### src/rtl/mult_div_unit.sv
// mult_div_unit: iterative multiply/divide unit holding the architectural
// HI/LO registers. Runs MULT/MULTU as 32 shift-add steps and DIV/DIVU as
// 32 restoring shift-subtract steps. Signed operations run on operand
// magnitudes, and the sign is fixed up in a final FIX cycle.
//
// state | meaning
// ------+-----------------------------------------------------------------
// IDLE  | waiting for start; MTHI/MTLO write hi/lo directly
// RUN   | one multiply or divide iteration per clock, counter 0..ITER-1
// FIX   | sign correction; hi/lo are written on the edge that leaves FIX
//
// Ports:
//   clk   - rising-edge clock
//   rst   - synchronous active-high reset
//   start - request strobe, ignored while busy
//   op    - 000 MULT, 001 MULTU, 010 DIV, 011 DIVU, 100 MTHI, 101 MTLO,
//           11x NOP
//   opA   - rs value: multiplicand, dividend or MTHI/MTLO data
//   opB   - rt value: multiplier or divisor
//   hi/lo - architectural HI/LO registers
//   busy  - registered decode of state != IDLE
//   done  - one-cycle pulse after hi/lo are committed by a mult/div

module mult_div_unit #(
    parameter int WIDTH = 32,
    parameter int ITER  = 32
) (
    input  logic             clk,
    input  logic             rst,
    input  logic             start,
    input  logic [2:0]       op,
    input  logic [WIDTH-1:0] opA,
    input  logic [WIDTH-1:0] opB,
    output logic [WIDTH-1:0] hi,
    output logic [WIDTH-1:0] lo,
    output logic             busy,
    output logic             done
);

    localparam int CW = (ITER > 1) ? $clog2(ITER) : 1;
    localparam logic [CW-1:0] CNT_LAST = CW'(ITER - 1);

    localparam logic [2:0] OP_MTHI = 3'b100;
    localparam logic [2:0] OP_MTLO = 3'b101;

    typedef enum logic [1:0] {
        S_IDLE = 2'd0,
        S_RUN  = 2'd1,
        S_FIX  = 2'd2
    } state_t;

    state_t           state;
    logic [CW-1:0]    cnt;
    logic             is_div;
    logic             neg_res;    // product or quotient must be negated
    logic             neg_rem;    // remainder must be negated (dividend < 0)
    logic             div_zero;
    logic [WIDTH-1:0] a_raw;      // original dividend, returned as HI on divide-by-zero
    logic [WIDTH-1:0] a_mag;
    logic [WIDTH-1:0] b_mag;
    logic [WIDTH-1:0] acc_hi;     // product upper half / partial remainder
    logic [WIDTH-1:0] acc_lo;     // multiplier bits / dividend bits then quotient

    // Operand decode for the start edge. The magnitude of the most negative
    // value is correctly 2^(WIDTH-1) when it is read as unsigned.
    logic             signed_op;
    logic             is_muldiv;
    logic [WIDTH-1:0] a_mag_in;
    logic [WIDTH-1:0] b_mag_in;

    assign signed_op = ~op[0];
    assign is_muldiv = ~op[2];
    assign a_mag_in  = (signed_op && opA[WIDTH-1]) ? (~opA + 1'b1) : opA;
    assign b_mag_in  = (signed_op && opB[WIDTH-1]) ? (~opB + 1'b1) : opB;

    // Multiply step: add the multiplicand when the LSB of the multiplier is
    // set, then shift the 2*WIDTH+1 bit {carry, acc_hi, acc_lo} right by one.
    logic [WIDTH:0] mul_sum;
    assign mul_sum = {1'b0, acc_hi} + (acc_lo[0] ? {1'b0, a_mag} : {(WIDTH+1){1'b0}});

    // Divide step: shift the next dividend bit into the partial remainder.
    // That shifted value needs WIDTH+1 bits. Subtract only if it fits.
    // When the subtraction is taken, the result is below the divisor, so
    // WIDTH bits are enough for it.
    logic [WIDTH:0]   div_shift;
    logic             div_ok;
    logic [WIDTH-1:0] div_diff;
    assign div_shift = {acc_hi, acc_lo[WIDTH-1]};
    assign div_ok    = (div_shift >= {1'b0, b_mag});
    assign div_diff  = div_shift[WIDTH-1:0] - b_mag;

    // Sign correction applied during FIX.
    logic [2*WIDTH-1:0] prod;
    logic [2*WIDTH-1:0] prod_neg;
    logic [WIDTH-1:0]   fix_hi;
    logic [WIDTH-1:0]   fix_lo;

    assign prod     = {acc_hi, acc_lo};
    assign prod_neg = ~prod + 1'b1;

    always_comb begin
        fix_hi = acc_hi;
        fix_lo = acc_lo;
        if (!is_div) begin
            fix_hi = neg_res ? prod_neg[2*WIDTH-1:WIDTH] : acc_hi;
            fix_lo = neg_res ? prod_neg[WIDTH-1:0]       : acc_lo;
        end else if (div_zero) begin
            fix_hi = a_raw;
            fix_lo = {WIDTH{1'b1}};
        end else begin
            fix_hi = neg_rem ? (~acc_hi + 1'b1) : acc_hi;
            fix_lo = neg_res ? (~acc_lo + 1'b1) : acc_lo;
        end
    end

    always_ff @(posedge clk) begin
        if (rst) begin
            state    <= S_IDLE;
            cnt      <= '0;
            is_div   <= 1'b0;
            neg_res  <= 1'b0;
            neg_rem  <= 1'b0;
            div_zero <= 1'b0;
            a_raw    <= '0;
            a_mag    <= '0;
            b_mag    <= '0;
            acc_hi   <= '0;
            acc_lo   <= '0;
            hi       <= '0;
            lo       <= '0;
            busy     <= 1'b0;
            done     <= 1'b0;
        end else begin
            done <= 1'b0;
            case (state)
                S_IDLE: begin
                    if (start) begin
                        if (is_muldiv) begin
                            is_div   <= op[1];
                            neg_res  <= signed_op & (opA[WIDTH-1] ^ opB[WIDTH-1]);
                            neg_rem  <= signed_op & opA[WIDTH-1];
                            div_zero <= (opB == '0);
                            a_raw    <= opA;
                            a_mag    <= a_mag_in;
                            b_mag    <= b_mag_in;
                            acc_hi   <= '0;
                            acc_lo   <= op[1] ? a_mag_in : b_mag_in;
                            cnt      <= '0;
                            state    <= S_RUN;
                            busy     <= 1'b1;
                        end else if (op == OP_MTHI) begin
                            hi <= opA;
                        end else if (op == OP_MTLO) begin
                            lo <= opA;
                        end
                    end
                end

                S_RUN: begin
                    if (is_div) begin
                        acc_hi <= div_ok ? div_diff : div_shift[WIDTH-1:0];
                        acc_lo <= {acc_lo[WIDTH-2:0], div_ok};
                    end else begin
                        acc_hi <= mul_sum[WIDTH:1];
                        acc_lo <= {mul_sum[0], acc_lo[WIDTH-1:1]};
                    end
                    cnt <= cnt + 1'b1;
                    if (cnt == CNT_LAST) begin
                        state <= S_FIX;
                    end
                end

                S_FIX: begin
                    hi    <= fix_hi;
                    lo    <= fix_lo;
                    state <= S_IDLE;
                    busy  <= 1'b0;
                    done  <= 1'b1;
                end

                default: begin
                    state <= S_IDLE;
                    busy  <= 1'b0;
                end
            endcase
        end
    end

endmodule

### config.mk
export PLATFORM = sky130hd
export DESIGN_NAME = mult_div_unit
export DESIGN_NICKNAME = d
export VERILOG_FILES = /design/src/rtl/mult_div_unit.sv
export SDC_FILE = /design/constraint.sdc
export NUM_CORES = 1
export LEC_CHECK = 0
export CORE_UTILIZATION = 35
export CTS_BUF_LIST = sky130_fd_sc_hd__clkbuf_16
export CTS_CLUSTER_DIAMETER = 60
export CTS_CLUSTER_SIZE = 10
export DETAILED_ROUTE_END_ITERATION = 6
export GPL_TIMING_DRIVEN = 0
export PLACE_DENSITY = 0.56
export SLEW_MARGIN = 10
export SYNTH_ARGS = -nofsm -noshare
export SYNTH_HDL_FRONTEND = slang
export SYNTH_SLANG_ARGS = --single-unit
### constraint.sdc
create_clock -name clk -period 3.71 [get_ports clk]
set_input_delay 0.371 -clock clk [delete_from_list [all_inputs] [get_ports clk]]
set_output_delay 0.371 -clock clk [all_outputs]
set_load 0.005 [all_outputs]
Word-level counts from Yosys, hierarchy flattened. Cells that the tools add are included.

Equality and inequality tests: 12. Multiplexer cells: 41. Bitwise logic cells: 11. Reduce and logical (&&, ||, !) cells: 12. Order comparisons: 1. Add/sub/neg operators: 8.

Operator list (count): $mux 32 (26); $pmux 32 s2 (4); $add 32x1->32 const B (4); $not 32->32 (4); $add 64x1->64 const B (1); $not 64->64 (1); $add 32x32->33 (1); $ge 33x32->1 (1); $logic_not 32->1 (1); $sub 32x32->32 (1); $ne 2x2->1 const B (7); $reduce_and 3->1 (4); $mux 5 (2); $pmux 5 s2 (1); $eq 3x3->1 const B (2); $mux 2 (3); $add 5x1->5 const B (1); $eq 5x5->1 const B (1); $reduce_and 5->1 (1); $pmux 2 s2 (1); $reduce_and 4->1 (1); $reduce_bool 2->1 (2); $mux 1 (3); $not 1->1 (3); other kinds (7) (9).

Bits of input ports: 70. Bits in registers: 237. Output and inout port bits: 66. Word-level logic and storage cells: 100.

Logic depth before layout (Yosys ltp). Gate-level depths: netlist of run 1.

Depth in word-level cells: 7. Mapped depth: 14.

Least setup slack after synthesis of run 1. Ideal clock, no wire load.

Path kind: register -> register. Start: register acc_lo[0]. End: register acc_hi[29]. Clock period less this slack: 2.998 ns. Slack: 0.712 ns. Data arrival time: 2.876 ns. Cell stages (with the launch flop): 13. Library setup time: 0.122 ns. Path through: dfxtp_1 clkbuf_1 clkbuf_1 and2_1 ha_1 a21o_1 or3_1 o21a_1 o211ai_1 nor2_1 a211oi_1 xnor2_1 a221o_1.

Word-level cells in the longest chain between the ends: 4.

Ends and longest elaborated chain: start: declaration (line 62) `logic [WIDTH-1:0] acc_lo;`; start signal: assignment (line 147) `acc_lo <= op[1] ? a_mag_in : b_mag_in;`; start signal: assignment (line 162) `acc_lo <= {acc_lo[WIDTH-2:0], div_ok};`; start signal: assignment (line 165) `acc_lo <= {mul_sum[0], acc_lo[WIDTH-1:1]};`; $mux 32 (line 79) `assign mul_sum = {1'b0, acc_hi} + (acc_lo[0] ? {1'b0, a_mag} : {(WIDTH+1){1'b0}});`; $add 32x32->33 (line 79); $mux 32 (line 160) `if (is_div) begin`; $pmux 32 s2 (line 135) `case (state)`; end signal: assignment (line 161) `acc_hi <= div_ok ? div_diff : div_shift[WIDTH-1:0];`; end signal: assignment (line 164) `acc_hi <= mul_sum[WIDTH:1];`; end: declaration (line 61) `logic [WIDTH-1:0] acc_hi;`.

No other way between the ends. A chain may end at the register's enable or synchronous reset.

Worst setup path after layout of run 1.
Start: register acc_lo[0]. End: register acc_hi[30].

The elaborated chain is that of the path after synthesis.

==> results of run 1 <==
==> worst max-delay path, delay by kind of cell, from the launching register on <==
family	cells	cell delay (ns)
buffers and inverters	2	0.60
flip-flops	1	0.52
AO/OA/AOI/OAI	4	0.91
AND/OR/NAND/NOR	4	1.23
adder cells (fa/ha/maj)	1	0.16
XOR/XNOR	1	0.20
==> logic make-up (layout without fill, tap and decap cells) <==
kind of cell | Yosys count | count (layout) | share of synthesized area [%]
other cells | 0 | 1 | 0
buf+inv | 270 | 441 | 5.90
compound gates | 745 | 745 | 27.7
xor+xnor | 191 | 191 | 9.43
mux | 71 | 71 | 4.04
fa+ha+maj | 72 | 72 | 5.16
flops | 236 | 236 | 26.6
simple gates | 797 | 797 | 21.1
==> cells in the mapped netlist, types with 17 or more instances <==
cell type	instances	area share, %
or3_1	23	0.81
a21oi_1	214	6.0
o211ai_1	46	1.9
nand2_1	268	5.7
clkbuf_1	178	3.8
and2_1	41	1.4
nand2b_1	20	0.71
nand4_1	18	0.63
xor2_1	63	3.1
nor2_1	220	4.7
a211oi_1	104	4.4
o21ai_0	124	3.5
a31oi_1	17	0.60
nor3_1	61	1.7
dfxtp_1	236	27
inv_1	61	1.3
a21o_1	18	0.76
or4_1	19	0.80
o31ai_1	34	1.4
mux2i_1	67	3.8
o221ai_1	36	1.8
ha_1	70	4.9
xnor2_1	128	6.3
nand3_1	49	1.4
==> layer usage <==
layer  share of wire [%]  vias up  global-route usage (%)
met5                   0        -                       0
met4                 5.2        0                    15.4
met3                 8.1      214                    5.14
met2                  44      985                    50.6
met1                  43     9543                    44.0
li1                    -     8975                       -
==> path summary, 6_finish.rpt <==
check	startpoint	end	slack [ns]	depth (start not counted)
max reg2reg	acc_lo[0]$_SDFFE_PP0P_	acc_hi[30]$_SDFFE_PP0P_	-0.0002	12
min reg2reg	a_raw[27]$_SDFFE_PP0P_	a_raw[27]$_SDFFE_PP0P_	0.45	2
max	acc_lo[0]$_SDFFE_PP0P_	acc_hi[30]$_SDFFE_PP0P_	-0.0002	12
min	opA[13]	a_raw[13]$_SDFFE_PP0P_	0.08	3
==> stage by stage <==
| stage | setup WS [ns] | instance area, um2 | hold WS (ns) |
|---|---|---|---|
| after global routing | -0.00772 | 20900 | 0.0767 |
| after CTS | 0.0124 | 20800 | 0.0521 |
| final | -0.000222 | 20900 | 0.0758 |
| after detailed placement | -0.931 | 19800 | 0.444 |
| after floorplan | 0.712 | 17700 | 0.429 |
| after global placement | -0.958 | 19800 | 0.445 |
==> power by group through the flow <==
stage               clock network [mW]  registers, mW  logic (mW)
floorplan                            0           2.77        1.06
global placement                     0           2.81        1.71
detailed placement                   0           2.81        1.72
CTS                               2.82           2.76        1.74
global route                      2.92           2.77        1.93
finish                            2.83           2.76        1.83
==> area by class of cell <==
class / instances / area, um2
Clock inverter: 13 / 121
Clock buffer: 31 / 776
Sequential cell: 236 / 4730
Buffer: 207 / 815
Timing Repair Buffer: 129 / 1270
Antenna cell: 1 / 2.50
Fill cell: 5293 / 29200
Tap cell: 672 / 841
Multi-Input combinational cell: 1876 / 12100
Inverter: 61 / 229
==> sequential cells by signal (all words and copies together) (netlist names), 5 cells and up <==
signal and count:
a_mag 31, a_raw 32, acc_hi 32, acc_lo 32, b_mag 32, cnt 5, hi 32, lo 32
==> timing repair <==
action                     4_1_cts  5_1_grt
gates resized for setup         15       21
buffers inserted                 1        8
cloned                           0        0
pin swaps                        1        5
hold endpoints to repair         0        0
setup endpoints to repair       35       46
hold buffers                     0        0
==> flow_metrics.py, run 1 <==
metrics = {
    "drt": {
        "drc": 0,
        "drt_iter0_markers": 1884,
        "drt-vias-per-instance": 6.11,
        "drt.antenna.violating_nets": 0,
        "wl_per_cell_um": 26.6,
        "drt_pass1_iterations": 6,
        "via_count": 19717,
        "wirelength_um": 85800,
    },
    "die": {
        "die_h_um": 227,
        "io_pins": 136,
        "num_rows": 82,
        "start_util_pct": 35.4,
        "die-area_mm2": 0.0516,
        "core_mm2": 0.0501,
        "dieWidth_um": 227,
    },
    "layout": {
        "final_util_pct": 41.7,
        "final_cell_mix": "nand2_1, dfxtp_1, nor2_1, a21oi_1, clkbuf_1",
        "syn2layout_area_growth_pct": 17.8,
        "final_common_cell": "nand2_1",
        "layout.cells.non_filler": 3226,
        "drive_gt1_share_pct": 4.70,
        "fin_nets": 2684,
    },
    "synthesis": {
        "ys_async_sr_fraction_pct": 0,
        "synth_edf_count": 0,
        "avgSynthCellArea_um2": 7.45,
        "ys_ff_latch": 236,
        "synth_cell_types": 74,
        "ys_seq_area_share_pct": 26.6,
        "syn_nets": 2524,
        "synth_flop_cell": "dfxtp_1",
        "synth_area_mm2": 0.0177,
        "syn_inst": 2382,
        "yosys_warnings": 0,
    },
    "sta": {
        "timing.final.crit_share_pct": 100,
        "setup_viol": 1,
        "max_slew_margin_pct": 19.2,
        "finClkSkew_ns": 0.0199,
        "hold_violations": 0,
        "period_minus_slack_ns": 3.71,
        "worst_pin_slew_ns": 1.21,
        "setup_ws_ns": -0.000222,
        "fmax_mhz": 270,
        "slew_viol_final": 0,
        "fin_setup_tns_ns": -0.000222,
    },
    "clocking": {
        "clock_sinks": 236,
        "cts_inserted_buffers": 31,
        "clock_path_buffers": 3,
        "clk_latency_ns": 0.59,
        "cts_tree": "done",
        "cts_root_buf": "clkbuf_16",
        "cts_htree_levels": 1,
        "path_clk_slew_ns": 0.06,
    },
    "global_routing": {
        "grt_pass1_wl_um": 123000,
        "grt_antenna_before_repair": 2,
        "grt_overflow_total": 0,
        "grt_pass1_vias": 18329,
        "grt_max_degree": 15,
        "grt_usage_pct": 32.6,
    },
    "place": {
        "port_buffers": 120,
        "placedCellCount": 3174,
        "hpwl_um": 68600,
        "gp_congestion": 1.01,
    },
    "critical_path": {
        "crit_chain": "clkbuf_2 -> and2_1 -> ha_1 -> clkbuf_1 -> nand3_1 -> nor4_2 -> nand3_1 -> a31oi_2 -> a41oi_1 -> xor2_1 -> o21ai_0 -> o2bb2ai_1",
        "crit_path_max_fanout": 11,
        "critical_path.slowest_cell": "dfxtp_2",
        "crit_path_frequent_cell": "nand3_1",
        "start_kind": "flip-flop",
        "required_ns": 4.22,
        "critPathKind": "flip-flop to flip-flop",
        "max_stage_delay_ns": 0.52,
        "end_kind": "flip-flop",
        "arrival_ns": 4.22,
    },
    "job": {
        "drv_cap": 0,
    },
    "power": {
        "switching_share_pct": 34.1,
        "p_comb_share_pct": 24.6,
        "power.total_mw": 7.42,
        "p_per_area_mw_per_mm2": 355,
        "power.leakage_nw": 7.35,
        "p_int_mw": 4.89,
        "pwr-share-clk_pct": 38.1,
        "irDropWorstVdd_v": 0.000349,
        "sequentialPowerShare_pct": 37.2,
        "p_switching_mw": 2.53,
    },
    "worst_hold_path": {
        "hold_class": "input port to flip-flop",
    },
    "outcome": {
        "status": "finished, violations left",
        "violations": "setup timing",
    },
}
Power figures use the tool's default switching activity.
==> run 2: changes to the inputs <==
- ABC_CLOCK_PERIOD_IN_PS: default -> 3710
- CTS_CLUSTER_DIAMETER: 60 -> 40
==> flow_metrics.py, run 2 (synthesis gave the netlist of run 1 again) <==
metrics = {
    "clocking": {
        "cts_root_buf": "clkbuf_16",
        "cts_inserted_buffers": 44,
        "clock_path_buffers": 3,
        "cts_tree": "done",
        "clock_sinks": 236,
        "path_clk_slew_ns": 0.06,
        "clk_latency_ns": 0.59,
        "cts_htree_levels": 2,
    },
    "place": {
        "gp_congestion": 1.01,
        "hpwl_um": 68600,
        "port_buffers": 120,
        "post_dp_cell_area_mm2": 0.0198,
    },
    "layout": {
        "postLayoutCellArea_mm2": 0.0215,
        "fin_nets": 2697,
        "fill_cells": 5247,
        "final_util_pct": 42.9,
        "syn2layout_area_growth_pct": 21.2,
        "drive_gt1_share_pct": 5.98,
        "num_antenna_cells": 0,
        "final_cell_mix": "nand2_1, dfxtp_1, nor2_1, a21oi_1, clkbuf_1",
        "final_common_cell": "nand2_1",
    },
    "critical_path": {
        "crit_path_end": "acc_hi[27]$_SDFFE_PP0P_",
        "worstSetupStartpoint": "acc_lo[0]$_SDFFE_PP0P_",
        "crit_path_max_fanout": 11,
        "required_ns": 4.15,
        "r2r_start": "acc_lo[0]$_SDFFE_PP0P_",
        "end_kind": "flip-flop",
        "ff2ff_setup_slack_ns": 0.09,
        "worst_r2r_endpoint": "acc_hi[27]$_SDFFE_PP0P_",
        "worstRegToRegCells": 12,
        "critPathKind": "flip-flop to flip-flop",
        "start_kind": "flip-flop",
        "arrival_ns": 4.07,
    },
    "sta": {
        "rsz0062_at_grt": "no",
        "fmax_mhz": 276,
        "timing.final.crit_share_pct": 97.7,
        "worst_pin_slew_ns": 1.23,
        "slew_viol_final": 0,
        "period_minus_slack_ns": 3.62,
        "max_slew_margin_pct": 17.8,
        "hold_violations": 0,
        "setup_viol": 0,
        "finClkSkew_ns": 0.0224,
    },
    "die": {
        "dieWidth_um": 227,
        "num_rows": 82,
        "core_mm2": 0.0501,
        "die_h_um": 227,
        "start_util_pct": 35.4,
        "die-area_mm2": 0.0516,
        "io_pins": 136,
    },
    "drt": {
        "drt-vias-per-instance": 6.04,
        "drt.antenna.violating_nets": 0,
        "drt_pass1_iterations": 7,
        "drt_iter0_markers": 1937,
        "via_count": 19722,
        "wl_per_cell_um": 26.4,
        "drc": 0,
        "wirelength_um": 86300,
    },
    "global_routing": {
        "grt_antenna_before_repair": 1,
        "grt_usage_pct": 32.9,
        "grt_pass1_wl_um": 124000,
        "grt_overflow_total": 0,
        "grt_pass1_vias": 18428,
        "grt_max_degree": 12,
    },
    "job": {
        "drv_cap": 0,
    },
    "outcome": {
        "status": "complete, no violations",
    },
    "power": {
        "irDropWorstVdd_v": 0.000305,
        "power.leakage_nw": 7.65,
        "p_per_area_mw_per_mm2": 406,
    },
    "worst_hold_path": {
        "hold_class": "input port to flip-flop",
        "worst_hold_path.num_cells": 3,
    },
}
-- run 2: changes by cell type in the layout (fill, tap and decap cells not counted), sizes merged --
cell / change
bufinv: +3
clkbuf: +14
diode: -1
inv: +10
clkinv: +8
clkinvlp: +3
-- run 2: cell type report --
type | count | area (um2) | share of cell area, %
sequential | 236 | 4730 | 22.0
tap | 672 | 841 | 3.91
multi-input combinational | 1876 | 12100 | 56.4
inverter | 61 | 229 | 1.07
buffer | 207 | 815 | 3.79
timing repair buffer | 129 | 1270 | 5.90
clock inverter | 37 | 357 | 1.66
clock buffer | 45 | 1130 | 5.24
-- run 2: routing by layer --
| layer | up-vias | global-route usage [%] | share of wire, % |
|---|---|---|---|
| met5 | - | 0 | 0 |
| li1 | 9014 | - | - |
| met2 | 979 | 51.4 | 44 |
| met4 | 0 | 15.3 | 4.8 |
| met1 | 9534 | 44.2 | 43 |
| met3 | 195 | 5.37 | 8.0 |
-- run 2: how the worst min path moves through the flow --
| stage | start | endpoint |
|---|---|---|
| after floorplan | cnt[3]$_SDFFE_PP0P_ | cnt[3]$_SDFFE_PP0P_ |
| after global placement | a_raw[29]$_SDFFE_PP0P_ | a_raw[29]$_SDFFE_PP0P_ |
| after detailed placement | a_mag[2]$_SDFFE_PP0P_ | a_mag[2]$_SDFFE_PP0P_ |
| after CTS | opA[13] | a_raw[13]$_SDFFE_PP0P_ |
| after global routing | opA[13] | a_raw[13]$_SDFFE_PP0P_ |
| final | opA[13] | a_raw[13]$_SDFFE_PP0P_ |
-- run 2: through the flow --
step	hold slack (ns)	setup slack, ns	cells	total power, mW	TNS [ns]
2_1_floorplan	0.429	0.712	2382	3.83	0
3_3_place_gp	0.445	-0.958	3174	4.52	-9.73
3_5_place_dp	0.444	-0.931	3174	4.53	-9.83
4_1_cts	0.0572	0.0137	3256	8.64	0
5_1_grt	0.0822	0.0193	3263	8.95	0
6_report	0.0806	0.0853	3263	8.73	0
-- run 2: timing repair --
action                                  4_1_cts  5_1_grt
hold buffers                                  0        0
gates resized for setup                      15       23
buffers inserted                              1        8
pin swaps                                     1        5
endpoints found under the setup margin       35       46
-- run 2: report_power, final --
group	leakage, nW	internal, mW	switching [mW]
Combinational	4.99	0.614	1.22
Sequential	1.93	2.66	0.110
Clock	0.741	2.58	1.55
-- run 2: critical path, stage by stage (launching register included) --
cell       delay, ns
dfxtp_2         0.52
clkbuf_2        0.29
and2_1          0.29
ha_1            0.16
clkbuf_1        0.27
nand2_1         0.23
nor4_4          0.41
o2111ai_1       0.30
nand3_1         0.28
a31o_2          0.25
a21oi_1         0.11
mux2i_1         0.25
o211ai_1        0.12
==> edit 1 (config.mk and constraints of run 2) <==
`ITER`: 32 -> 16.
--- a/src/rtl/mult_div_unit.sv
+++ b/src/rtl/mult_div_unit.sv
@@ -23,7 +23,7 @@
 
 module mult_div_unit #(
     parameter int WIDTH = 32,
-    parameter int ITER  = 32
+    parameter int ITER  = 16
 ) (
     input  logic             clk,
     input  logic             rst,
Formal check against the unedited RTL: no difference found for any inputs over 4 cycles, from zero or initial values and one cycle with rst high; that may be too few to reach the edited logic, so the function may still have changed.
==> edit 1 against run 2 <==
The flow now finishes with violations (design-rule violations). Wire length decreased by 3.9%. Total power rose by 1.6%. Final cell count decreased by 2.2%. Critical path type unchanged. Utilization up 0.42 points. Setup slack worse by 45 ps. Largest cell class unchanged. Area after synthesis is 2.5% lower. Critical endpoint is now b_mag[6]$_SDFFE_PP0P_. Sequential cell count shrank 1. Design area down 1.5%.
==> edit 1: results (changes against run 2) <==
pre-CTS worst setup slack -998 ps (was -931 ps); vias in the first global route 18000 (was 18400); nets 2632 (was 2697); worst-path maximum fanout 10 (was 11); WL met1 35000 um (was 37100 um); DR pass1 iterations 7 (unchanged); DRC violations left 1 (was 0); min Tclk post-route 3670 ps (was 3620 ps); leakage dissipation 7.88 nW (was 7.65 nW); share of cells above drive strength 1 5.85% (was 5.98%); Fin Hold WS 219 ps (was 80.6 ps); post-synth cell types 82 (was 74); Worst R2R Start state[0]$_SDFFE_PP0P_ (was acc_lo[0]$_SDFFE_PP0P_); fin cells 3192 (was 3263); global-route wire length before repair 119000 um (was 124000 um); Worst-Margin Slew 1200 ps (was 1230 ps); met2 Use GR 48.6% (was 51.4%); CP max stage cell clkbuf_1 (was dfxtp_2); GRT Util Overall 32.3% (was 32.9%); HP Start opA[27] (was opA[13]); FILL cells 5156 (was 5247); routed length per placed instance 26.0 um (was 26.4 um); clk_skew 18.9 ps (was 22.4 ps); Syn Nets 2460 (was 2524); Post-Synthesis Mean Instance Area 7.46 sq um (was 7.45 sq um); antenna violations before repair 0 (was 1); HPWL after DPL 64800 um (was 68600 um); worst r2r path cells 6 (was 12); top sig layer met5 (was met4); GPL Wtd Cong 0.983 (was 1.01); YS warnings 0 (unchanged); failing checks design-rule violations; Hold/Removal Path Class in2reg (unchanged); Top delay family on crit path buffers and inverters (was simple AND/OR/NAND/NOR gates); iteration-0 DRC count of the detailed router 1983 (was 1937); worst vdd ir 0.000360 V (was 0.000305 V); Buffers on Ports 121 (was 120); CP max stage delay 940 ps (was 520 ps); met1 Use GR 42.7% (was 44.2%); outcome complete, but fails checks (was finished, final reports clean); synth cell count leaders nand2_1, dfxtp_1, nor2_1 (unchanged); met2 wire len 35300 um (was 38200 um); DR WL met3 8130 um (was 6880 um); hold endpoint a_raw[27]$_SDFFE_PP0P_ (was a_raw[13]$_SDFFE_PP0P_); met3 Resource Use GR 7.64% (was 5.37%); Inst Count DP 3104 (was 3174); Worst Path Arrival 4070 ps (about the same); part of the Yosys area used for sequential elements 27.2% (was 26.6%); pin count of the biggest net entering global routing 12 (unchanged); CTS Buf Count 47 (was 44); leading post-synthesis cells by cell area dfxtp_1, a21oi_1, nand2_1 (was dfxtp_1, xnor2_1, a21oi_1); Area after DPL 0.0193 sq mm (was 0.0198 sq mm); Crit Path Class reg2reg (unchanged); Synth Flop Type dfxtp_1 (unchanged); Vias 19200 (was 19700); Max Root-Sink Buffers 3 (unchanged); CP endpoint b_mag[6]$_SDFFE_PP0P_ (was acc_hi[27]$_SDFFE_PP0P_); clock-pin slew on the worst setup and hold paths 60 ps (about the same)
[edit 1: area by class of cell]
class,count,area [sq um],area share (%)
plain buffers,203,798,3.77
clock buffers,49,1230,5.79
clock inverters,37,412,1.94
inverters,57,214,1.01
multi-input cells,1822,11700,55.4
flip-flops and latches,235,4710,22.2
well taps,664,831,3.92
repair buffers,125,1250,5.92
[edit 1: kinds of logic after synthesis]
kind of cell,Yosys count,share of synthesized area (%)
compound gates,750,28.5
xor+xnor,187,9.47
fa+ha+maj,71,5.23
buf+inv,262,5.78
flops,235,27.2
mux,47,2.74
simple gates,767,21.1
[edit 1: power breakdown]
group	total [W]	internal [W]	switching, W
Clock	0.00448	0.00295	0.00153
Combinational	0.00164	0.000540	0.00110
Sequential	0.00275	0.00265	0.0000990
[edit 1: timing repair]
item	CTS	global route
setup endpoints to repair	39	45
pin swaps	2	1
setup buffers	3	1
hold endpoints to repair	0	0
resized for setup	24	23
==> edit 2 (config.mk and constraints of run 2) <==
Made on the original files. Register the output `hi` once more; this adds one clock of latency there. The other outputs are not delayed to match. Comments in the files are not updated.
--- a/src/rtl/mult_div_unit.sv
+++ b/src/rtl/mult_div_unit.sv
@@ -48,6 +48,8 @@
         S_RUN  = 2'd1,
         S_FIX  = 2'd2
     } state_t;
+
+    logic [WIDTH-1:0] hi_s0;
 
     state_t           state;
     logic [CW-1:0]    cnt;
@@ -126,7 +128,7 @@
             b_mag    <= '0;
             acc_hi   <= '0;
             acc_lo   <= '0;
-            hi       <= '0;
+            hi_s0    <= '0;
             lo       <= '0;
             busy     <= 1'b0;
             done     <= 1'b0;
@@ -149,7 +151,7 @@
                             state    <= S_RUN;
                             busy     <= 1'b1;
                         end else if (op == OP_MTHI) begin
-                            hi <= opA;
+                            hi_s0 <= opA;
                         end else if (op == OP_MTLO) begin
                             lo <= opA;
                         end
@@ -171,7 +173,7 @@
                 end
 
                 S_FIX: begin
-                    hi    <= fix_hi;
+                    hi_s0 <= fix_hi;
                     lo    <= fix_lo;
                     state <= S_IDLE;
                     busy  <= 1'b0;
@@ -186,5 +188,9 @@
         end
     end
 
+    always_ff @(posedge clk) begin
+        hi <= hi_s0;
+    end
+
 endmodule
 
Function: changed (Yosys sat finds a counterexample within 4 cycles, from zero or initial values and one cycle with rst high).
==> edit 2 against run 2 <==
The run now ends with design-rule violations left. Global-route usage is 0.99 points lower. Sequential cell count up 32. Critical path depth fell by 2. Count of clock-buffer cells in the layout is 11 higher. Sequential power increased by 13%. Clock skew increased by 11 ps. Area after synthesis increased by 4.0%. Design area up 5.9%. Wire length is 1.5% higher. Total power rose by 17%. First-iteration DRC count is 7.2% higher. Worst hold slack got worse by 43 ps. Setup slack worse by 78 ps.
==> edit 2: results (changes against run 2) <==
leading post-synthesis cells by cell area dfxtp_1, xnor2_1, a21oi_1 (unchanged); share of total power in the clock network 50.7% (was 47.3%); min Tclk post-route 3700 ps (was 3620 ps); CTS Buf Count 56 (was 44); routed length per placed instance 26.5 um (was 26.4 um); clk_skew 33.4 ps (was 22.4 ps); CP max stage cell nor2_1 (was dfxtp_2); part of the Yosys area used for sequential elements 29.1% (was 26.6%); clk pwr 0.00518 W (was 0.00413 W); WL final 87600 um (was 86300 um); met1 Use GR 41.9% (was 44.2%); GPL Wtd Cong 0.998 (was 1.01); Synth Area in XOR/XNOR 9.35% (was 9.43%); global-route wire length before repair 125000 um (was 124000 um); CP max stage delay 690 ps (was 520 ps); antenna violations before repair 0 (was 1); mux contribution to synthesized area 3.68% (was 4.04%); Worst Path Arrival 4250 ps (was 4070 ps); flop-to-flop setup slack 7 ps (was 90 ps); met3 Resource Use GR 6.74% (was 5.37%); share of cells above drive strength 1 8.75% (was 5.98%); final instance area 0.0228 sq mm (was 0.0215 sq mm); Buffers on Ports 125 (was 120); iteration-0 DRC count of the detailed router 2077 (was 1937); hold endpoint a_raw[6]$_SDFFE_PP0P_ (was a_raw[13]$_SDFFE_PP0P_); FILL cells 5307 (was 5247); Syn Nets 2529 (was 2524); DRC violations left 3 (was 0); outcome complete, but fails checks (was finished, final reports clean); HPWL after DPL 68900 um (was 68600 um); clk_lat worst skew 630 ps (was 590 ps); failing checks design-rule violations; synth cell count leaders nand2_1, dfxtp_1, nor2_1 (unchanged); Psw 0.00321 W (was 0.00288 W); worst vdd ir 0.000380 V (was 0.000305 V); Vias 20100 (was 19700); nets 2725 (was 2697); post-synth cell types 97 (was 74); leakage dissipation 8.43 nW (was 7.65 nW); adder-cell share of the synthesized area 4.96% (was 5.16%); met2 Use GR 48.9% (was 51.4%); worst r2r path cells 10 (was 12); Area after DPL 0.0206 sq mm (was 0.0198 sq mm); pre-CTS worst setup slack -976 ps (was -931 ps); DR WL met3 8330 um (was 6880 um); pin count of the biggest net entering global routing 17 (was 12); worst-path maximum fanout 10 (was 11); vias in the first global route 18800 (was 18400); met2 wire len 38600 um (was 38200 um); Post-Synthesis Mean Instance Area 7.73 sq um (was 7.45 sq um); Top delay family on crit path buffers and inverters (was simple AND/OR/NAND/NOR gates); Inst Count DP 3192 (was 3174); Fin Hold WS 38.1 ps (was 80.6 ps); Synth Area in Compound Gates 26.6% (was 27.7%); WL met1 35900 um (was 37100 um); Worst-Margin Slew 1060 ps (was 1230 ps)
## edit 2: cell types whose count changed after synthesis, moves of 7 or more
cell      delta
a21o_1      +23
buf_2       +13
clkbuf_1    -20
dfxtp_1     +32
mux2i_1      -9
nand3_1     -19
nor2_1      +13
nor2b_1     +11
nor3_1       -8
o211ai_1    -21
o21a_1       -7
o21ai_0     -28
o21ai_1     +31
or4_1       -10
## edit 2: what timing repair did
item,4_1_cts,5_1_grt
endpoints found under the setup margin,20,38
pin swaps,5,10
gates cloned,0,0
gates resized for setup,18,32
setup buffers,6,8
hold buffers,0,0
## edit 2: cell type report
type | count | share of cell area (%)
multi-input cells | 1854 | 53.4
plain buffers | 198 | 3.70
flip-flops and latches | 268 | 23.6
clock inverters | 47 | 2.38
inverters | 66 | 1.09
clock buffers | 56 | 6.15
repair buffers | 139 | 5.96
well taps | 680 | 3.74
## edit 2: tightest hold or removal path: stages
cell and delay [ps]:
buf_6 130, nand2_1 60, a21oi_1 50
